==> config.mk <==
export PLATFORM = sky130hd
export DESIGN_NAME = axi_sub_wr_arb
export DESIGN_NICKNAME = d
export VERILOG_FILES = /design/src/rtl/axi_sub_wr_arb.sv
export SDC_FILE = /design/constraint.sdc
export NUM_CORES = 1
export LEC_CHECK = 0
export CAP_MARGIN = 10
export CORE_AREA = 2 2 122 124
export DETAILED_ROUTE_END_ITERATION = 7
export DIE_AREA = 0 0 124 126
export HOLD_SLACK_MARGIN = 0.02
export SETUP_SLACK_MARGIN = 0.02
export SYNTH_ARGS = -nofsm -noshare
export SYNTH_HDL_FRONTEND = slang
export SYNTH_SLANG_ARGS = --single-unit
==> constraint.sdc <==
create_clock -name clk -period 1.15 [get_ports clk]
set_input_delay 0.1725 -clock clk [delete_from_list [all_inputs] [get_ports clk]]
set_output_delay 0.1725 -clock clk [all_outputs]
set_load 0.01 [all_outputs]
==> src/rtl/axi_sub_wr_arb.sv <==
// ---------------------------------------------------------------------------
// axi_sub_wr_arb
//
// Purpose: arbitrates N write-burst requesters onto one downstream write
// port. A grant is taken in IDLE, held for the whole burst in OWN (no
// interleaving between requesters), and released once the owner's last beat
// is accepted.
//
// Configuration macro: AXI_SUB_WR_ARB_RR_EN
//   defined   -> round-robin arbitration (search starts at a rotating pointer)
//   undefined -> fixed priority, lowest requester index wins
//
// Ports:
//   clk, rst_n           clock, asynchronous active-low reset
//   req_dv[N]            per-requester beat valid
//   req_addr/user/id     per-requester beat fields (packed, N slices each)
//   req_wdata/wstrb      per-requester write data and byte strobes
//   req_last[N]          per-requester final beat of burst
//   req_hld[N]           stall back to each requester
//   req_err[N]           error back to each requester
//   dv..last             downstream beat (owner's beat while OWN, else 0)
//   hld, err             downstream stall and error
//   busy                 a grant is held (FSM in OWN)
//   owner                index of the granted requester
// ---------------------------------------------------------------------------
module axi_sub_wr_arb #(
  parameter int AW = 32,
  parameter int DW = 32,
  parameter int UW = 32,
  parameter int IW = 1,
  parameter int N  = 2
) (
  input  logic                  clk,
  input  logic                  rst_n,
  input  logic [N-1:0]          req_dv,
  input  logic [N*AW-1:0]       req_addr,
  input  logic [N*UW-1:0]       req_user,
  input  logic [N*IW-1:0]       req_id,
  input  logic [N*DW-1:0]       req_wdata,
  input  logic [N*(DW/8)-1:0]   req_wstrb,
  input  logic [N-1:0]          req_last,
  output logic [N-1:0]          req_hld,
  output logic [N-1:0]          req_err,
  output logic                  dv,
  output logic [AW-1:0]         addr,
  output logic [UW-1:0]         user,
  output logic [IW-1:0]         id,
  output logic [DW-1:0]         wdata,
  output logic [(DW/8)-1:0]     wstrb,
  output logic                  last,
  input  logic                  hld,
  input  logic                  err,
  output logic                  busy,
  output logic [$clog2(N)-1:0]  owner
);

  localparam int BC = DW / 8;
  localparam int OW = $clog2(N);
  localparam logic [OW-1:0] LAST_IDX = OW'(N - 1);

  typedef enum logic {
    S_IDLE = 1'b0,
    S_OWN  = 1'b1
  } state_t;

  state_t        state_q, state_d;
  logic [OW-1:0] owner_q, owner_d;
  logic [OW-1:0] winner;
  logic          burst_done;

  // Unpack the per-requester buses so the owner mux is a plain array index.
  logic [AW-1:0] addr_a  [N];
  logic [UW-1:0] user_a  [N];
  logic [IW-1:0] id_a    [N];
  logic [DW-1:0] wdata_a [N];
  logic [BC-1:0] wstrb_a [N];

  for (genvar gi = 0; gi < N; gi++) begin : g_unpack
    assign addr_a[gi]  = req_addr[gi*AW +: AW];
    assign user_a[gi]  = req_user[gi*UW +: UW];
    assign id_a[gi]    = req_id[gi*IW +: IW];
    assign wdata_a[gi] = req_wdata[gi*DW +: DW];
    assign wstrb_a[gi] = req_wstrb[gi*BC +: BC];
  end

  // A burst ends only on an accepted last beat; a stalled last beat keeps
  // the grant.
  assign burst_done = (state_q == S_OWN) && req_dv[owner_q] &&
                      req_last[owner_q] && !hld;

`ifdef AXI_SUB_WR_ARB_RR_EN
  logic [OW-1:0] ptr_q, ptr_d;

  // Round-robin: first requesting index at or after the pointer, wrapping.
  always_comb begin
    int   idx;
    logic found;
    winner = '0;
    found  = 1'b0;
    idx    = 0;
    for (int k = 0; k < N; k++) begin
      idx = int'(ptr_q) + k;
      if (idx >= N) idx = idx - N;
      if (!found && req_dv[idx]) begin
        winner = OW'(idx);
        found  = 1'b1;
      end
    end
  end

  // Pointer moves just past the owner when its burst completes.
  always_comb begin
    ptr_d = ptr_q;
    if (burst_done) begin
      ptr_d = (owner_q == LAST_IDX) ? '0 : owner_q + OW'(1);
    end
  end

  always_ff @(posedge clk or negedge rst_n) begin
    if (!rst_n) ptr_q <= '0;
    else        ptr_q <= ptr_d;
  end
`else
  // Fixed priority: scan downwards so the lowest requesting index is last
  // to be written and therefore wins.
  always_comb begin
    winner = '0;
    for (int k = N - 1; k >= 0; k--) begin
      if (req_dv[k]) winner = OW'(k);
    end
  end
`endif

  // Next-state logic.
  always_comb begin
    state_d = state_q;
    owner_d = owner_q;
    case (state_q)
      S_IDLE: begin
        if (|req_dv) begin
          owner_d = winner;
          state_d = S_OWN;
        end
      end
      S_OWN: begin
        if (burst_done) state_d = S_IDLE;
      end
      default: state_d = S_IDLE;
    endcase
  end

  always_ff @(posedge clk or negedge rst_n) begin
    if (!rst_n) begin
      state_q <= S_IDLE;
      owner_q <= '0;
    end else begin
      state_q <= state_d;
      owner_q <= owner_d;
    end
  end

  // Output mux: zero-latency forwarding of the owner's beat while OWN;
  // everything downstream is quiet and every requester stalled otherwise.
  always_comb begin
    dv      = 1'b0;
    addr    = '0;
    user    = '0;
    id      = '0;
    wdata   = '0;
    wstrb   = '0;
    last    = 1'b0;
    req_hld = '1;
    req_err = '0;
    if (state_q == S_OWN) begin
      dv               = req_dv[owner_q];
      addr             = addr_a[owner_q];
      user             = user_a[owner_q];
      id               = id_a[owner_q];
      wdata            = wdata_a[owner_q];
      wstrb            = wstrb_a[owner_q];
      last             = req_last[owner_q];
      req_hld[owner_q] = hld;
      req_err[owner_q] = err;
    end
  end

  assign busy  = (state_q == S_OWN);
  assign owner = owner_q;

endmodule

==> results of run 1 <==
kinds of logic (layout without fill, tap and decap cells):
group,count (synthesis),in the layout,share of synthesized area
AO/OA/AOI/OAI,3,3,0.00895
buffers and inverters,24,355,0.0940
flip-flops,2,2,0.0299
multiplexers,103,103,0.615
AND/OR/NAND/NOR,109,109,0.252
where the power goes:
part           switching [W]  internal, W
clock network      0.0000819     0.000443
logic                0.00365      0.00460
registers          0.0000629     0.000111
synth_stat cells:
cell type / number
nor2_1: 104
mux2i_1: 103
buf_4: 9
clkbuf_1: 7
buf_6: 4
a21oi_1: 3
buf_2: 3
dfrtp_1: 2
and3_1: 1
inv_2: 1
nand3b_1: 1
nor3_1: 1
nor3b_1: 1
or3_1: 1
sequential cells by signal (all words and copies together) (netlist names):
name and count:
owner 1, busy 1
stage by stage:
step	worst slack, ns	hold WS [ns]	instances
2_1_floorplan	-0.127	-0.123	241
3_3_place_gp	-0.654	0.369	741
3_5_place_dp	-0.674	0.359	741
4_1_cts	-0.550	0.131	753
5_1_grt	-0.558	0.135	756
6_report	-0.495	0.131	756
routing by layer:
metal | up-vias | share of wire
li1 | 1482 | -
met1 | 1335 | 0.36
met2 | 154 | 0.54
met3 | 8 | 0.083
met4 | 0 | 0.0099
met5 | - | 0
worst max path at each step:
stage	from	endpoint	slack, ns	cells after the start
floorplan	owner	addr[10]	-0.13	5
global placement	owner	wdata[8]	-0.65	5
detailed placement	owner	wdata[25]	-0.67	5
CTS	owner	req_err[0]	-0.55	4
global route	owner	wdata[25]	-0.56	5
finish	owner	dv	-0.50	5
repair_timing:
item,4_1_cts,5_1_grt
setup endpoints to repair,111,110
gates cloned,5,2
pin swaps,5,10
resized for setup,461,8
setup buffers,5,2
final cells by class:
type	count	area, um2	share of cell area
clock buffers	3	75.1	0.0147
repair buffers	351	3220	0.630
multi-input cells	215	1520	0.298
inverters	1	5.00	0.000980
well taps	184	230	0.0451
flip-flops and latches	2	55.1	0.0108
worst max-delay path: cells and delay by family (launching register included):
family | cells | cell delay (ns)
buffers and inverters | 3 | 0.48
DFF | 1 | 0.52
muxes | 1 | 0.13
and+or+nand+nor | 1 | 0.11
cells in the final DEF (no fill, tap or decap), drive strengths merged:
cell type,count
a21oi,3
and3,1
buf,140
clkbuf,5
clkdlybuf4s50,209
clkinv,1
dfrtp,2
mux2i,103
nand3b,1
nor2,104
nor3,1
nor3b,1
or3,1
==> metrics, run 1 <==
met1 Usage GRT=0.135; core area=0.0143 mm2; Core Util, Final=0.357; RSZ-0062 raised after global routing=true; Initial Util=0.117; mapped cell area=around 0.0017 mm2; Synth cell types=14; Via Count=a little under 3000; H-tree depth=1; Area after DPL=0.00523 mm2; Critical Path AT=1.47 ns; max-slew violation count=0; filler instances=1510; slowest CP cell=dfrtp_4; Clock Tree Root=clkbuf_16; pin count of the biggest net entering global routing=53; setup_tns=-46.77 ns; Slew Limit Headroom=0.842; clk sinks=2; PnR worst setup slack=-0.495 ns; initial antenna violation count=0; IO Count=about 320; # Max-Cap Violations=0; critical path capture point type=output pin; Hold Path Class=input port to async pin; GRT busiest layer=met2; post-synthesis sequential area ratio=0.0299; vias in the first global route=~3000; Rows=44; synthesis-to-layout area growth=205%; Area contributors post-synth=mux2i_1, nor2_1, buf_4; status=finished, violations left; number of hold buffers added after cts=0; DR iter-0 viols=29; DR DRC count=0; Avg Cell Area, Syn=6.96 um2; Setup CP Type=flop to output pin; yosys warns=0; Final nets=784; Yosys top cell by area=mux2i_1; global route overflow=0; ant diodes=0; die span in y=126 um; Pre-antenna DRT Iters=4; gpl congestion=about 0.91; share of layout cells above drive strength 1=0.280; CP Cell Sequence=buf_12 -> buf_12 -> mux2i_1 -> nor2_2 -> buf_2; leakage power total=2.42 nW; Max IR drop VDD=between 0.8 and 0.9 mV; vias per std cell=3.94; flops & latches, synth=2; CTS Buffer Depth=2; antenna-violating nets left=0; Tot Pwr=0.00894 W; total CTS buffers=3; Worst path most repeated cell=buf_12; worst reg2reg path depth=6; Clock Pin Slew Worst Setup and Hold Paths=approximately 0.03 ns; CP max stage delay=0.52 ns; Least-Margin Pin Slew=0.236 ns; synthesized instance count=~240; Crit path required time=between 0.9 and 1 ns; reg2reg setup slack=-0.27 ns; port bufs=318; Clk Latency, worst-skew pair=~0.22 ns; final-report hold violation count=0; fmax=approximately 0.61 GHz; pwr/cell area=1750 mW/mm2; period utilisation layout=1.43; CTS tree=built; die area=about 0.016 mm2; reg-to-reg critical path startpoint=owner; All-Layer GR Usage=0.126; reg-to-reg endpoint=busy; share of the synthesized area in the top cell type=0.615; GR Util met2=0.250; Synthesized Nets=451; final setup vio count=roughly 110; Finished Cell Area=0.00511 mm2; fin crit period=between 1.5 and 2 ns; met3 Usage GRT=0.0245; Startpoint Class=flop; Die X=124 um; drt wl/cell=14.4 um; detailed placement HPWL=around 8900 um; clock skew=0.000902 ns; failing checks=setup timing; first-pass GRT wire length=15500 um; Crit Path Max Fanout=12; total routed wirelength=~11000 um
Power figures use the tool's default switching activity.
==> run 2: changes to the inputs <==
--- a/config.mk
+++ b/config.mk
@@ -5,7 +5,6 @@
 export SDC_FILE = /design/constraint.sdc
 export NUM_CORES = 1
 export LEC_CHECK = 0
-export CAP_MARGIN = 10
 export CORE_AREA = 2 2 122 124
 export DETAILED_ROUTE_END_ITERATION = 7
 export DIE_AREA = 0 0 124 126
==> results of run 2 <==
The final DEF is identical to that of run 1; final timing and power are the same.
